===== config.mk =====
export PLATFORM = sky130hd
export DESIGN_NAME = branch_sched
export DESIGN_NICKNAME = d
export VERILOG_FILES = /design/src/rtl/branch_sched.sv
export SDC_FILE = /design/constraint.sdc
export NUM_CORES = 1
export LEC_CHECK = 0
export BUFFER_PORTS_ARGS = -buffer_cell sky130_fd_sc_hd__buf_2
export CAP_MARGIN = 20
export CORE_ASPECT_RATIO = 1.25
export CORE_MARGIN = 3
export CORE_UTILIZATION = 53
export DETAILED_ROUTE_END_ITERATION = 10
export PLACE_DENSITY = 0.79
export SYNTH_ARGS = -nofsm -noshare
export SYNTH_HDL_FRONTEND = slang
export SYNTH_SLANG_ARGS = --single-unit

===== constraint.sdc =====
create_clock -name clk -period 3.32 [get_ports clk]
set_input_delay 0.166 -clock clk [delete_from_list [all_inputs] [get_ports clk]]
set_output_delay 0.166 -clock clk [all_outputs]
set_load 0.01 [all_outputs]

===== src/rtl/branch_sched.sv =====
// branch_sched - conditional-branch predictor and resolver for the RV32I pipeline.
//
// Fetch side: a table of 2-bit saturating counters, indexed by PC word bits,
// predicts whether the branch at fetch is taken. The branch target is always
// computed so the PC mux can use it the same cycle.
// Execute side: decodes the comparator signedness (BrUn), resolves the branch
// from BrEq/BrLt, and on a mispredict raises a one-cycle flush with the
// correct next PC. The wrong-path slot that follows a flush is ignored.
// Resolved-branch and mispredict counts are kept for CSR readout.
//
// Ports
//   clk, rst          clock (rising edge), synchronous active-high reset
//   stall             freezes every state update and suppresses flush
//   if_pc, if_inst    fetch-stage PC / instruction
//   pred_taken        prediction for if_inst (combinational)
//   pred_target       if_pc + B-immediate of if_inst (combinational)
//   ex_valid          execute slot holds a real instruction
//   ex_pc, ex_inst    execute-stage PC / instruction
//   ex_pred_taken     prediction that travelled down with ex_inst
//   BrEq, BrLt        comparator results
//   BrUn              comparator unsigned select (combinational)
//   flush             mispredict redirect pulse (combinational)
//   redirect_pc       correct next PC, meaningful while flush=1
//   br_count          resolved-branch counter
//   mispred_count     mispredict counter
module branch_sched #(
  parameter int BHT_ENTRIES = 16,
  parameter int IDX_W       = $clog2(BHT_ENTRIES)
) (
  input  logic        clk,
  input  logic        rst,
  input  logic        stall,
  input  logic [31:0] if_pc,
  input  logic [31:0] if_inst,
  output logic        pred_taken,
  output logic [31:0] pred_target,
  input  logic        ex_valid,
  input  logic [31:0] ex_pc,
  input  logic [31:0] ex_inst,
  input  logic        ex_pred_taken,
  input  logic        BrEq,
  input  logic        BrLt,
  output logic        BrUn,
  output logic        flush,
  output logic [31:0] redirect_pc,
  output logic [31:0] br_count,
  output logic [31:0] mispred_count
);

  typedef enum logic {
    RUN    = 1'b0,
    SHADOW = 1'b1
  } state_t;

  // True for the six defined conditional branches; funct3 010/011 are not branches.
  function automatic logic is_branch(input logic [31:0] inst);
    logic [2:0] f3;
    f3 = inst[14:12];
    return (inst[6:0] == 7'b1100011) && (f3[2:1] != 2'b01);
  endfunction

  // Sign-extended B-type immediate.
  function automatic logic [31:0] imm_b(input logic [31:0] inst);
    return {{19{inst[31]}}, inst[31], inst[7], inst[30:25], inst[11:8], 1'b0};
  endfunction

  state_t      state_q;
  logic [1:0]  bht_q [BHT_ENTRIES];
  logic [31:0] br_count_q;
  logic [31:0] mispred_count_q;

  logic [IDX_W-1:0] if_idx_s;
  logic [IDX_W-1:0] ex_idx_s;
  logic             ex_is_br_s;
  logic             actual_s;
  logic             resolve_s;
  logic             mispredict_s;
  logic [1:0]       ctr_d;
  logic [31:0]      br_count_d;
  logic [31:0]      mispred_count_d;
  logic             unused_inst_bits;

  // rs1/rs2 fields play no part in prediction or resolution.
  assign unused_inst_bits = ^{if_inst[24:15], ex_inst[24:15]};

  assign if_idx_s = if_pc[IDX_W+1:2];
  assign ex_idx_s = ex_pc[IDX_W+1:2];

  // Fetch-side prediction; the table read always sees the pre-update value.
  always_comb begin
    pred_target = if_pc + imm_b(if_inst);
    if (is_branch(if_inst)) begin
      pred_taken = bht_q[if_idx_s][1];
    end else begin
      pred_taken = 1'b0;
    end
  end

  // Execute-side decode, resolution and redirect.
  always_comb begin
    ex_is_br_s = is_branch(ex_inst);
    BrUn       = ex_is_br_s && (ex_inst[14:13] == 2'b11);
    // funct3[2] picks the less-than compare, funct3[0] inverts the sense.
    if (ex_inst[14]) begin
      actual_s = BrLt ^ ex_inst[12];
    end else begin
      actual_s = BrEq ^ ex_inst[12];
    end
    // rst is folded in so flush can never pulse while reset is held.
    resolve_s    = ex_valid && ex_is_br_s && !stall && !rst && (state_q == RUN);
    mispredict_s = actual_s != ex_pred_taken;
    flush        = resolve_s && mispredict_s;
    if (actual_s) begin
      redirect_pc = ex_pc + imm_b(ex_inst);
    end else begin
      redirect_pc = ex_pc + 32'd4;
    end
  end

  // Next values for the counter being trained and the event counters.
  always_comb begin
    ctr_d = bht_q[ex_idx_s];
    if (actual_s) begin
      if (ctr_d != 2'b11) begin
        ctr_d = ctr_d + 2'd1;
      end else begin
        ctr_d = 2'b11;
      end
    end else begin
      if (ctr_d != 2'b00) begin
        ctr_d = ctr_d - 2'd1;
      end else begin
        ctr_d = 2'b00;
      end
    end
    br_count_d = br_count_q + 32'd1;
    if (mispredict_s) begin
      mispred_count_d = mispred_count_q + 32'd1;
    end else begin
      mispred_count_d = mispred_count_q;
    end
  end

  // State machine, history table and event counters; reset wins over stall.
  always_ff @(posedge clk) begin
    if (rst) begin
      state_q         <= RUN;
      br_count_q      <= 32'd0;
      mispred_count_q <= 32'd0;
      for (int i = 0; i < BHT_ENTRIES; i++) begin
        bht_q[i] <= 2'b01;
      end
    end else if (!stall) begin
      case (state_q)
        RUN: begin
          if (flush) begin
            state_q <= SHADOW;
          end else begin
            state_q <= RUN;
          end
        end
        // The wrong-path slot has now drained; resume resolving.
        SHADOW:  state_q <= RUN;
        default: state_q <= RUN;
      endcase
      if (resolve_s) begin
        bht_q[ex_idx_s] <= ctr_d;
        br_count_q      <= br_count_d;
        mispred_count_q <= mispred_count_d;
      end
    end
  end

  assign br_count      = br_count_q;
  assign mispred_count = mispred_count_q;

endmodule


== Yosys cells after proc, flatten, opt, wreduce, memory -nomap -nowiden ==
Memory sizes are Yosys's and may differ from the RTL's.
Cells that the tools add are included.
W data, S select, Z words.

* Register bits after elaboration: 65
* Latch bits: 0
* Bits in writable memories: 32
* Bits in read-only memories: 0
* Bits of input ports: 135
* Output and inout port bits: 131
* Word-level logic and storage cells: 53
* Memories: 1

{| class="wikitable"
|+ Memory list
! name !! words !! bits a word !! rd ports !! clocked after memory_dff !! wr ports !! RTL line !! text
|-
| bht_q || 16 || 2 || 2 || 0 || 16 || 68 || <nowiki>logic [1:0] bht_q [BHT_ENTRIES];</nowiki>
|}

* $add $sub $neg: 7
* Multipliers: 0
* Divide/modulo/power cells: 0
* Magnitude comparators: 0
* Equality and inequality tests: 7
* Shift-type cells: 0
* Muxes and demuxes: 17
* Bitwise gates (word level): 4
* Reduce and logical (&&, ||, !) cells: 14

{| class="wikitable"
|+ Operators with widths
! operator !! count
|-
| $add A32 B1 Y32 const B || 2
|-
| $add A32 B32 Y32 || 2
|-
| $add A32 B3 Y32 const B || 1
|-
| $mux W32 || 1
|-
| $eq A7 B7 Y1 const B || 2
|-
| $mux W1 || 10
|-
| $logic_and A1 B1 Y1 || 8
|-
| $mux W2 || 4
|-
| $mux W4 || 1
|-
| $ne A2 B1 Y1 const B || 2
|-
| $reduce_and A3 Y1 || 1
|-
| $add A2 B1 Y2 const B || 1
|-
| $eq A2 B2 Y1 const B || 1
|-
| $logic_not A1 Y1 || 2
|-
| $ne A2 B2 Y1 const B || 1
|-
| $not A1 Y1 || 2
|-
| $pmux W1 S2 || 1
|-
| $reduce_and A2 Y1 || 1
|-
| $reduce_bool A2 Y1 || 1
|-
| $reduce_or A2 Y1 || 1
|-
| $sub A2 B1 Y2 const B || 1
|-
| $xor A1 B1 Y1 || 2
|-
| $ne A1 B1 Y1 || 1
|}

== Depth between registers and ports, before layout ==
* Depth in word-level cells: 12
* Gate-level depth with buffers: 12
* Gate-level depth less buffers: 12

== Worst setup path after synthesis ==
No wires, ideal clock.

* Path type: in2out
* Start point: input port ex_pc[2]
* End point: output port redirect_pc[25]
* Arrival time: 2,939 ps
* Data required time: 3,154 ps
* Slack: 215 ps
* Cell stages on the path: 12
* Buffers on the path: 1
* Cells stage by stage: buf_1 > inv_1 > fa_1 > nand2b_1 > a21oi_1 > o31ai_1 > and4b_1 > o31ai_1 > a31o_2 > a31oi_1 > xor2_1 > o21ai_0

* Longest elaborated chain between the ends: 2
* Elaborated cells between the ends (all ways): 3
* Classes of those cells: add/sub (2); mux (1)

{| class="wikitable"
|+ RTL lines
! item !! RTL line !! text
|-
| start: declaration || 38 || <nowiki>input logic [31:0] ex_pc,</nowiki>
|-
| $add A32 B3 Y32 / $add A32 B32 Y32 (equally long branches) || 116, 114 ||
|-
| $mux W32 (*) || 113 || <nowiki>if (actual_s) begin</nowiki>
|-
| end: declaration || 45 || <nowiki>output logic [31:0] redirect_pc,</nowiki>
|}

Mark *: on every way between the ends. The rest lies on a longest branch, timed or not.

== Final worst setup path ==
* Start point: input port if_pc[1]
* End point: output port pred_target[25]

* Longest elaborated chain between the ends: 1

{| class="wikitable"
|+ RTL lines
! item !! RTL line !! text
|-
| start: declaration || 33 || <nowiki>input logic [31:0] if_pc,</nowiki>
|-
| $add A32 B32 Y32 || 91 || <nowiki>pred_target = if_pc + imm_b(if_inst);</nowiki>
|-
| end: declaration || 36 || <nowiki>output logic [31:0] pred_target,</nowiki>
|}

No other way between the ends.

==> qor.yml <==
r2r-end: "mispred_count[18]$_SDFFE_PP0P_"
antenna_found_initial: 0
syn-cell-area_um2: 8570
drive_above_1_share_pct: 23.6
setup_violations: 0
viasPerCell: 5.70
dp_slack_ns: 0.273
drc: 0
status: "finished, final reports clean"
min_period_ns: 3.06
final.setup.tns_ns: 0
clk_latency_ns: 0.34
required_ns: 3.15
grt_setup_unrepaired: "no"
period_share_pct: 92.3
num-fill-cells: 1371
fp.dieH_um: 148
arrival_ns: 2.90
async_flop_share_pct: 0
grt_pass1_vias: 7906
dieArea_um2: 17700
finalClockSkew_ns: 0.00805
portBuffers: 240
hpwlAfterDp_um: 17900
post-cts-setup-buffers: 0
core_um2: 15700
synth-seq-cells: 97
max_freq_mhz: 326
diodes: 0
fin_ws_ns: 0.256
p_leak_nw: 4.64
synthTopCellsByArea: "dfxtp_1 15%, edfxtp_1 11%, ha_1 9.6%"
gr-total-overflow: 0
yosysSeqAreaShare_pct: 26.4
row_count: 51
cts_hold_buf: 0
yosys_warnings: 0
routed_wl_um: 22800
cts_resized: 0
synthCells: 1050
worst-setup-path-type: "input pin to primary output"
ir_drop_uv: 416
p_per_area_nw_per_um2: 341
avgSynthCellArea_um2: 8.16
chipWidth_um: 120
pin_count: 266
endpoint: "pred_target[25]"
r2r_setup_slack_ns: 0.42
clock_path_buffers: 2
tritoncts: "built"
worst-path-max-fanout: 3
vias: 8468
tightest_slew_ns: 0.832
stdcell_area_um2: 10300
drt-pass1-iter-count: 7
yosysTopAreaCell: "dfxtp_1"
hold_class: "input pin to flip-flop"
yosysTopAreaCellShare_pct: 15.2
reg2reg_depth: 10
area_growth_pct: 20.1
drtIter0Drc: 692
crit_start: "if_pc[1]"
yosysUniqueCellTypes: 64
ant_nets: 0
cts_sinks: 97
detail_route.wl_per_cell_um: 15.4
clk_pin_slew_ns: 0.06
grt_first_pass_wirelength_um: 37000
max_cap_violations: 0
start_kind: "input pin"
cts-root-buf: "clkbuf_16"
endpoint_kind: "primary output"
htree_levels: 3
synth_edf_count: 32
gp_congestion: 0.911
grt_usage_pct: 24.9
r2r_start: "state_q$_SDFFE_PP0N_"
timing.slew.headroom_pct: 44.5
grt_start_max_net_pins: 82
hold_viol: 0
numCtsBuffers: 9
slew_violations: 0
synth_nets: 1253
ys.flop_type: "dfxtp_1"
post_dp_cell_area_um2: 9980
nets: 1471
start_util_pct: 54.6
## critical path, cell delays in order
cell	delay, ns
buf_2	0.10
ha_1	0.22
fa_1	0.41
a21o_1	0.18
a21oi_1	0.26
o21bai_1	0.10
a21oi_1	0.28
o31a_1	0.23
o21a_1	0.20
o31ai_1	0.15
a41oi_1	0.27
xnor2_1	0.16
buf_2	0.16
## layout by cell type, fill, tap and decap left out, types with 7 or more instances in the layout
| cell type | synthesis | routed |
|---|---|---|
| nor3_1 | 15 | 15 |
| inv_1 | 34 | 34 |
| a21oi_1 | 72 | 72 |
| and3_1 | 30 | 30 |
| o21ai_0 | 64 | 64 |
| nor2_1 | 106 | 106 |
| nand3_1 | 58 | 58 |
| a211oi_1 | 11 | 10 |
| buf_4 | 4 | 16 |
| nand2_1 | 100 | 100 |
| nand2b_1 | 7 | 7 |
| and4_1 | 13 | 13 |
| and2_1 | 10 | 10 |
| or3_1 | 10 | 10 |
| mux4_2 | 15 | 15 |
| xnor2_1 | 62 | 61 |
| clkbuf_16 | 0 | 9 |
| a21o_1 | 47 | 47 |
| ha_1 | 66 | 66 |
| edfxtp_1 | 32 | 32 |
| o21bai_1 | 7 | 7 |
| dfxtp_1 | 65 | 65 |
| nand4_1 | 32 | 32 |
| xor2_1 | 70 | 69 |
| buf_2 | 4 | 240 |
## per-layer routing
metal  track usage, %  vias up  share of wire, %
met5                0        -                 0
met4             6.36        0               1.9
met3             4.07       33               5.9
met2             44.5      287                50
met1             31.3     3933                43
li1                 -     4215                 -
## final cells by class
type	count	area [um^2]	area share (%)
multi-input combinational	870	6010	58.4
sequential	97	2260	22.0
timing repair buffer	256	1320	12.8
tap	212	265	2.58
clock buffer	12	256	2.49
inverter	34	128	1.24
clock inverter	4	51.3	0.498
## kinds of logic (layout without fill, tap and decap cells)
group / after synthesis / count (layout) / share of synthesized area [%]
AOI/OAI and AO/OA: 242 / 242 / 17.7
DFF: 97 / 97 / 26.4
muxes: 19 / 19 / 4.41
xor gates and xnor gates: 133 / 133 / 13.8
adders and majority gates: 70 / 70 / 10.3
and+or+nand+nor: 406 / 406 / 23.6
buffers and inverters: 83 / 306 / 3.87
## power breakdown
part / switching (mW) / total, mW / internal (mW)
clock network: 0.429 / 1.06 / 0.627
registers: 0.00425 / 1.23 / 1.23
logic: 0.702 / 1.22 / 0.513
total: 1.14 / 3.50 / 2.37
## flip-flops by register name (all words and copies together), names as in the netlist
name / count
mispred_count: 32
bht_q: 32
state_q: 1
br_count: 32
## synth_stat cells (30+ instances only)
master and count:
ha_1 66, and3_1 30, nand4_1 32, inv_1 34
xnor2_1 62, a21o_1 47, o21ai_0 64, nand3_1 58
dfxtp_1 65, edfxtp_1 32, clkbuf_1 37, xor2_1 70
nor2_1 106, a21oi_1 72, nand2_1 100
## worst min-delay path by stage
stage	from	to	slack, ns	depth (start not counted)
CTS	stall	state_q$_SDFFE_PP0N_	0.09	3
finish	stall	state_q$_SDFFE_PP0N_	0.10	3
global placement	ex_pc[0]	redirect_pc[0]	0.33	0
floorplan	stall	state_q$_SDFFE_PP0N_	0.31	2
global route	stall	state_q$_SDFFE_PP0N_	0.12	3
detailed placement	ex_pc[0]	redirect_pc[0]	0.33	0
## per-stage QoR
stage	util, %	hold slack [ns]	instances	power (mW)
after floorplan	-	0.313	1050	2.04
after global routing	65.6	0.115	1485	3.69
after detailed placement	63.6	0.332	1469	2.46
after CTS	65.5	0.0923	1485	3.52
after global placement	63.6	0.332	1469	2.45
final	65.6	0.102	1485	3.50
(Power assumes the default switching activity.)
